File: src/rtl/pool_pkg.sv
// Shared types and configuration helpers for the 1D pooling stage.
// The accumulator width and configuration checks live here so every user agrees on them.
package pool_pkg;

    typedef enum logic {
        POOL_MAX = 1'b0,
        POOL_AVG = 1'b1
    } pool_mode_t;

    // Average pooling needs log2(POOL) guard bits so a full window cannot overflow.
    function automatic int acc_width(input int bw, input int pool);
        return bw + $clog2(pool);
    endfunction

    function automatic bit cfg_ok(input int bw, input int ser, input int pool);
        return (ser > 0) && (bw % ser == 0) && (pool >= 2) && ((pool & (pool - 1)) == 0);
    endfunction

endpackage

File: src/rtl/pool1d_ser_deser.sv
// Slice-to-word assembler shared by all channels: one slice counter, per-channel shifters.
// Emits a one-cycle word valid with the assembled words and a registered copy of last.
module ser_deser
    import pool_pkg::*;
#(
    parameter int NO_CH  = 10,
    parameter int BW_IN  = 12,
    parameter int SER_BW = 4
) (
    input  logic                    clk,
    input  logic                    rst,
    input  logic                    i_vld,
    input  logic                    i_last,
    input  logic [NO_CH*SER_BW-1:0] i_data,
    output logic                    o_word_vld,
    output logic                    o_last,
    output logic [NO_CH*BW_IN-1:0]  o_word
);

    localparam int NSLICE = BW_IN / SER_BW;
    localparam int CNT_W  = (NSLICE > 1) ? $clog2(NSLICE) : 1;

    logic [CNT_W-1:0] r_cnt;
    logic             r_word_vld;
    logic             r_last;
    logic             w_final;

    assign w_final = i_vld && (r_cnt == CNT_W'(NSLICE - 1));

    always_ff @(posedge clk) begin
        if (rst) begin
            r_cnt      <= '0;
            r_word_vld <= 1'b0;
            r_last     <= 1'b0;
        end else begin
            r_word_vld <= w_final;
            // last is only meaningful on a word's final slice
            r_last     <= w_final && i_last;
            if (i_vld) begin
                r_cnt <= w_final ? '0 : r_cnt + 1'b1;
            end
        end
    end

    assign o_word_vld = r_word_vld;
    assign o_last     = r_last;

    for (genvar ch = 0; ch < NO_CH; ch++) begin : g_ch
        logic [SER_BW-1:0] w_slice;
        logic [BW_IN-1:0]  r_word;

        assign w_slice = i_data[ch*SER_BW +: SER_BW];
        assign o_word[ch*BW_IN +: BW_IN] = r_word;

        if (NSLICE == 1) begin : g_par
            always_ff @(posedge clk) begin
                if (rst) begin
                    r_word <= '0;
                end else if (w_final) begin
                    r_word <= w_slice;
                end
            end
        end else begin : g_ser
            // Slices enter at the top; after NSLICE-1 shifts the first slice sits at bit 0.
            logic [BW_IN-SER_BW-1:0] r_part;
            logic [BW_IN-1:0]        w_next;

            assign w_next = {w_slice, r_part};

            always_ff @(posedge clk) begin
                if (rst) begin
                    r_part <= '0;
                    r_word <= '0;
                end else if (i_vld) begin
                    r_part <= w_next[BW_IN-1:SER_BW];
                    if (w_final) begin
                        r_word <= w_next;
                    end
                end
            end
        end
    end

endmodule

File: src/rtl/pool1d.sv
// 1D max/average pooling over NO_CH lockstep channels of serially delivered signed words.
// One pooled word per channel per POOL words, or earlier when a frame-end flushes a window.
module pool1d
    import pool_pkg::*;
#(
    parameter int NO_CH  = 10,
    parameter int BW_IN  = 12,
    parameter int SER_BW = 4,
    parameter int POOL   = 2,
    parameter int MODE   = 0
) (
    input  logic                    clk,
    input  logic                    rst,
    input  logic                    vld_in,
    input  logic                    last_in,
    input  logic [NO_CH*SER_BW-1:0] data_in,
    output logic                    vld_out,
    output logic [NO_CH*BW_IN-1:0]  data_out
);

    localparam int         LOG2P  = $clog2(POOL);
    localparam int         ACC_W  = acc_width(BW_IN, POOL);
    localparam int         WIN_W  = LOG2P;
    localparam pool_mode_t MODE_E = (MODE == 1) ? POOL_AVG : POOL_MAX;

    if (!cfg_ok(BW_IN, SER_BW, POOL) || (MODE != 0 && MODE != 1)) begin : g_bad_cfg
        $error("pool1d: unsupported BW_IN/SER_BW/POOL/MODE combination");
    end

    logic                   w_word_vld;
    logic                   w_last;
    logic [NO_CH*BW_IN-1:0] w_word;

    ser_deser #(
        .NO_CH (NO_CH),
        .BW_IN (BW_IN),
        .SER_BW(SER_BW)
    ) u_deser (
        .clk       (clk),
        .rst       (rst),
        .i_vld     (vld_in),
        .i_last    (last_in),
        .i_data    (data_in),
        .o_word_vld(w_word_vld),
        .o_last    (w_last),
        .o_word    (w_word)
    );

    logic [WIN_W-1:0] r_win;
    logic             r_vld;
    logic             w_first;
    logic             w_emit;

    assign w_first = (r_win == '0);
    assign w_emit  = w_word_vld && (w_last || (r_win == WIN_W'(POOL - 1)));

    always_ff @(posedge clk) begin
        if (rst) begin
            r_win <= '0;
            r_vld <= 1'b0;
        end else begin
            r_vld <= w_emit;
            if (w_word_vld) begin
                r_win <= w_emit ? '0 : r_win + 1'b1;
            end
        end
    end

    assign vld_out = r_vld;

    for (genvar ch = 0; ch < NO_CH; ch++) begin : g_ch
        logic signed [BW_IN-1:0] w_word_ch;
        logic signed [ACC_W-1:0] w_word_ext;
        logic signed [ACC_W-1:0] r_acc;
        logic signed [ACC_W-1:0] w_acc_next;
        logic        [BW_IN-1:0] w_result;
        logic        [BW_IN-1:0] r_out;

        assign w_word_ch  = w_word[ch*BW_IN +: BW_IN];
        assign w_word_ext = {{LOG2P{w_word_ch[BW_IN-1]}}, w_word_ch};

        // A window's first word reloads, so an emit and the next window's first word never merge.
        always_comb begin
            w_acc_next = r_acc;
            if (w_first) begin
                w_acc_next = w_word_ext;
            end else if (MODE_E == POOL_AVG) begin
                w_acc_next = r_acc + w_word_ext;
            end else if (w_word_ext > r_acc) begin
                w_acc_next = w_word_ext;
            end
        end

        // Dropping the low LOG2P bits is an arithmetic shift that floors toward -inf.
        assign w_result = (MODE_E == POOL_AVG) ? w_acc_next[ACC_W-1:LOG2P]
                                               : w_acc_next[BW_IN-1:0];

        always_ff @(posedge clk) begin
            if (rst) begin
                r_acc <= '0;
                r_out <= '0;
            end else begin
                if (w_word_vld) begin
                    r_acc <= w_acc_next;
                end
                if (w_emit) begin
                    r_out <= w_result;
                end
            end
        end

        assign data_out[ch*BW_IN +: BW_IN] = r_out;
    end

endmodule

File: config.mk
export PLATFORM = sky130hd
export DESIGN_NAME = pool1d
export DESIGN_NICKNAME = d
export VERILOG_FILES = /design/src/rtl/pool_pkg.sv /design/src/rtl/pool1d_ser_deser.sv /design/src/rtl/pool1d.sv
export SDC_FILE = /design/constraint.sdc
export NUM_CORES = 1
export LEC_CHECK = 0
export ABC_CLOCK_PERIOD_IN_PS = 2300
export BUFFER_PORTS_ARGS = -buffer_cell sky130_fd_sc_hd__buf_2
export CAP_MARGIN = 15
export CORE_AREA = 5 5 255 257
export CTS_BUF_LIST = sky130_fd_sc_hd__clkbuf_8
export DETAILED_ROUTE_END_ITERATION = 12
export DIE_AREA = 0 0 260 262
export GPL_TIMING_DRIVEN = 0
export PLACE_DENSITY_LB_ADDON = 0.3
export SLEW_MARGIN = 25
export SYNTH_ARGS = -nofsm -noshare
export SYNTH_HDL_FRONTEND = slang
export SYNTH_SLANG_ARGS = --single-unit
File: constraint.sdc
create_clock -name clk -period 2.3 [get_ports clk]
set_input_delay 0.23 -clock clk [delete_from_list [all_inputs] [get_ports clk]]
set_output_delay 0.23 -clock clk [all_outputs]
set_load 0.01 [all_outputs]
---- Word-level counts from Yosys, hierarchy flattened ----
Cells that the tools add are included.
word-level totals
  word-level logic and storage cells ...... 115
  input port bits ......................... 44
  bits in registers ....................... 456
  memories ................................ 0
  bits in latches ......................... 0
  memory bits (writable) .................. 0
  bits in read-only memories .............. 0
operators by class
  order comparisons ....................... 10
  add/sub/neg operators ................... 2
  $mul .................................... 0
  divide/modulo/power cells ............... 0
  shift operators ......................... 0
  multiplexer cells ....................... 22
  equal/unequal tests ..................... 11
  bitwise logic cells ..................... 0
  reduce and logical (&&, ||, !) cells .... 15
operators with widths
  kind                                                              number
  13-bit 2-to-1 mux                                                 20
  12-bit by 13-bit > comparator with 1-bit output                   10
  2-bit AND reduction                                               11
  2-bit by 1-bit != test with 1-bit output (second input constant)  10
  1-bit logical AND                                                 3
  2-bit by 1-bit adder with 2-bit output (second input constant)    1
  2-bit equality test (second input constant)                       1
  2-bit 2-to-1 mux                                                  1
  1-bit adder (second input constant)                               1
  1-bit logical OR                                                  1
  1-bit 2-to-1 mux                                                  1

---- Longest topological paths before layout ----
  word-level depth ........................ 3
  gate-level depth with buffers ........... 11
  depth with buffers taken out ............ 8

---- Modules after synthesis ----
Synthesis repeated with hierarchy kept, for this count alone.
second synthesis, totals
  cell total of the unflattened synthesis .. 2553
  area, all modules ....................... 23263.6 µm²
by module, submodules not included
  module     cells each  area an instance (µm²)  times used
  pool1d     1759        14951.8                 1
  ser_deser  794         8311.7                  1

---- Worst setup path after synthesis ----
No wires, ideal clock.
  path type ............................... register to register
  from .................................... reg g_ch[2].r_acc[6]
  to ...................................... reg g_ch[2].r_acc[10]
  slack ................................... -50 ps
  cell stages (with the launch flop) ...... 10
  buffers on the path ..................... 1
  arrival ................................. 2262 ps
  setup time .............................. 88 ps
  data required time ...................... 2212 ps
  cells stage by stage .................... dfxtp_1 inv_1 ha_1 a21o_1 a221o_1 a221o_1 o31a_1 and3_4 buf_6 o31ai_1
on the way
  word-level cells in the longest chain between the ends .. 3
ends and longest elaborated chain
  item                                             line           source
  start, declared                                  pool1d.sv:74   logic signed [ACC_W-1:0] r_acc;
  start signal, assigned                           pool1d.sv:104  r_acc <= w_acc_next;
  12-bit by 13-bit > comparator with 1-bit output  pool1d.sv:89   end else if (w_word_ext > r_acc) begin
  13-bit 2-to-1 mux                                pool1d.sv:89
  13-bit 2-to-1 mux                                pool1d.sv:85   if (w_first) begin
Every way passes these cells. The select of a mux whose other input is x is not followed.
A chain may end at the register's enable or synchronous reset.

---- Worst setup path after layout ----
  from .................................... reg u_deser.g_ch[2].r_word[11]
  to ...................................... reg g_ch[2].r_acc[0]
on the way
  word-level cells in the longest chain between the ends .. 3
ends and longest elaborated chain
  item                                             line                    source
  start, declared                                  pool1d_ser_deser.sv:50  logic [BW_IN-1:0] r_word;
  start signal, assigned                           pool1d_ser_deser.sv:77  r_word <= w_next;
  12-bit by 13-bit > comparator with 1-bit output  pool1d.sv:89
  13-bit 2-to-1 mux                                pool1d.sv:89
  13-bit 2-to-1 mux                                pool1d.sv:85
Every way passes these cells. The select of a mux whose other input is x is not followed.

==> metrics.md <==
| Metric | Value |
|---|---|
| RSZ-0062 raised after global routing | true |
| Compound-gate portion of the synthesized area | 18.18% |
| Post-synth ARST share | 0% |
| Gr usage total | 21.90% |
| Syn Inst Count | 2492 |
| Synth Area in XOR/XNOR | 0% |
| Die width | 260 um |
| Via count | 21074 |
| First-pass DRT Iterations | 5 |
| Actual slew at the worst max-slew pin | 1.310 ns |
| Global-route wire length before repair | 118100 um |
| Synth top area share | 42.32% |
| Required @ worst endpoint | 2.88 ns |
| Final setup vio count | 57 |
| H-tree depth | 3 |
| Worst Hold Class | in -> reg |
| Primary FF master, synth | dfxtp_1 |
| Hold slack final | 0.3249 ns |
| CP Launch Type | register |
| Syn nets | 2666 |
| Buffers on Ports | 164 |
| Setup TNS | -3.473 ns |
| Clock skew | 0.04300 ns |
| # IOs | 165 |
| Largest net degree at the start of global routing | 12 |
| Flops & latches, synth | 456 |
| Die area | 68120 sq um |
| Placed cell count | 3502 |
| Number of routed nets with antenna violations | 0 |
| Dpl ws | -1.446 ns |
| Leading cell types by count after synthesis | dfxtp_1 (456), nand2_1 (450), clkbuf_1 (179), nand4_1 (154), a21oi_1 (149) |
| Clock transition at the registers of the reported paths | 0.06 ns |
| Status | complete, but fails checks |
| CTS Root Cell | clkbuf_8 |
| Sw Ratio | 25.52% |
| Die H | 262 um |
| CP max stage cell | dfxtp_1 |
| Drt drc | 0 |
| DR vias/cell | 5.593 |
| Fmax achieved | 410.4 MHz |
| Gpl congestion | 0.9515 |
| CTS tree | yes |
| Critical path endpoint category | register |
| Adder-cell share of the synthesized area | 7.540% |
| Row count | 92 |
| PnR worst setup slack | -0.1369 ns |
| Yosys warnings | 0 |
| Synth area leader | dfxtp_1 |
| Power share of the clock group | 44.7% |
| Power Internal | 12.32 mW |
| Worst Path Arrival | 3.02 ns |
| Crit-path max cell delay | 0.37 ns |
| Nets | 3045 |
| Synth area leaders | dfxtp_1 (42%), nand2_1 (7.8%), ha_1 (7.5%) |
| First DRT Iteration DRCs | 1497 |
| Core area | 62500 sq um |
| Total power | 16.54 mW |
| Mux cell area share after synthesis | 5.475% |
| Max_cap viols | 0 |
| Failing checks | setup timing |
| Clock tree sinks | 456 |
| Most numerous cell in the Yosys netlist | dfxtp_1 |
| Simple-gate share of the synthesized area | 19.89% |
| Final min period | 2.437 ns |
| Initial antenna violation count | 1 |
| Layout overhead on the synthesized area | 30.62% |
| Number of global-route vias before repair | 20529 |
| Crit Path Max Fanout | 5 |
| Largest family of logic cells by synthesized area | simple AND/OR/NAND/NOR gates |
| Clock buffer count from CTS | 82 |
| Routed wire per std cell | 21.12 um |
| Power per cell area | 587.1 nW/um^2 |
| Post-synth EDFFs | 0 |
| Netlist cell types | 58 |
| Worst slew margin | 12.66% |
| Critical path, cell by cell | ha_1 -> and4_1 -> nand4_1 -> a31oi_4 -> o31a_1 -> buf_6 -> buf_6 -> a311oi_2 -> a31o_2 |
| Filler Cell Count | 5989 |
| Final Hold Fails | 0 |
| Flop-to-flop setup slack | -0.14 ns |
| Worst-Skew Late Latency | 0.69 ns |
| Clock tree buffer depth | 3 |
| Post-Syn Area | 21570 sq um |
| Switching pwr | 4.222 mW |
| Final Max Slew Viols | 0 |
| Post-route insts no fill | 3768 |
| Gr ovfl total | 0 |
| Static leakage | 10.60 nW |
| Syn Area/Cell | 8.657 sq um |
| Combinational share of power | 6.5% |
| Initial core utilization | 34.51% |
| Flop pwr share | 48.8% |
| Critical Path Most Common Cell | buf_6 |
| Max VDD drop | 308.4 uV |
| CP Class | reg -> reg |
| Fin crit share | 106.0% |
| Register area share after synthesis | 42.32% |
| Final Routed Wirelength | 79570 um |
| DP HPWL | 54860 um |
| Share of cells above drive strength 1 | 25.30% |
==> cell usage in the layout, fill, tap and decap left out, drive strengths merged, types with 3 or more instances in the layout <==
master and count:
dfxtp 456, nand2 450, buf 299, clkbuf 266, inv 172, nand4 154
a21oi 149, ha 130, o211ai 120, mux2i 118, nor2 105, o31ai 92
a32oi 84, nand3 51, nand4b 48, dlygate4sd3 41, nor2b 29, a21o 22
and2 13, a22oi 12, o21ai 11, nor3 9, a31o 7, clkinv 7
a211oi 5, and4 5, nand3b 5, or4b 5, a221oi 5, and3 5
or3 4, a221o 4, o22ai 4, nor4 3, o21a 3, clkinvlp 3
a21boi 3
==> power by group through the flow <==
stage | sequential, mW | combinational [mW] | clock, mW
2_1_floorplan | 8.21 | 0.488 | 0
3_3_place_gp | 8.24 | 0.786 | 0
3_5_place_dp | 8.24 | 0.796 | 0
4_1_cts | 8.07 | 0.938 | 7.52
5_1_grt | 8.07 | 1.14 | 7.91
6_report | 8.07 | 1.08 | 7.40
==> layout make-up <==
type / count / area (sq um) / share of cell area (%)
Antenna cell: 1 / 2.502 / 0.008881
Buffer: 208 / 1227 / 4.356
Clock buffer: 98 / 1349 / 4.787
Clock inverter: 36 / 192.7 / 0.6838
Inverter: 147 / 559.3 / 1.985
Multi-Input combinational cell: 1676 / 12390 / 43.98
Sequential cell: 456 / 9226 / 32.74
Tap cell: 846 / 1059 / 3.757
Timing Repair Buffer: 300 / 2171 / 7.704
==> state kept, by name, indices dropped and copies added (netlist names), 2 cells and up <==
register / count
g_ch.r_acc: 130
g_ch.r_out: 120
u_deser.g_ch.r_word: 120
u_deser.g_ch.g_ser.r_part: 80
u_deser.r_cnt: 2
==> worst max-delay path, delay by kind of cell, from the launching register on <==
kind	cells	cell delay [ns]
adder cells (fa/ha/maj)	1	0.35
AO/OA/AOI/OAI	4	0.84
buffers and inverters	2	0.26
AND/OR/NAND/NOR	2	0.50
flip-flops	1	0.37
==> cells by family after synthesis <==
group | Yosys count
muxes | 118
AOI/OAI and AO/OA | 538
and+or+nand+nor | 890
DFF | 456
adders and majority gates | 130
buffers and inverters | 360
==> layer usage <==
layer,global-route usage (%),vias up,part of all wire [%]
met3,4.103,190,7.5
li1,-,9801,-
met4,9.819,0,4.1
met1,28.00,10199,41
met2,36.21,884,47
met5,0,-,0
==> worst paths after layout <==
path | depth (start not counted) | end | start
worst max-delay path | 9 | g_ch[2].r_acc[0] | u_deser.g_ch[2].r_word[11]
worst min-delay path | 6 | u_deser.g_ch[5].r_word[7] | vld_in
worst max register to register | 9 | g_ch[2].r_acc[0] | u_deser.g_ch[2].r_word[11]
worst min register to register | 2 | u_deser.g_ch[9].r_word[3] | u_deser.g_ch[9].g_ser.r_part[3]
==> stage by stage <==
stage | utilization [%] | instance area, sq um
floorplan | - | 21670
global placement | 37.67 | 23550
detailed placement | 37.67 | 23550
CTS | 42.81 | 26760
global route | 45.08 | 28180
finish | 45.08 | 28180
==> what timing repair did <==
item,4_1_cts,5_1_grt
hold buffers,41,0
gates cloned,7,5
gates resized for setup,236,252
hold endpoints to repair,81,0
pin swaps,40,66
endpoints found under the setup margin,313,249
setup buffers,46,38
No activity file was read; power rests on OpenSTA's default activity.
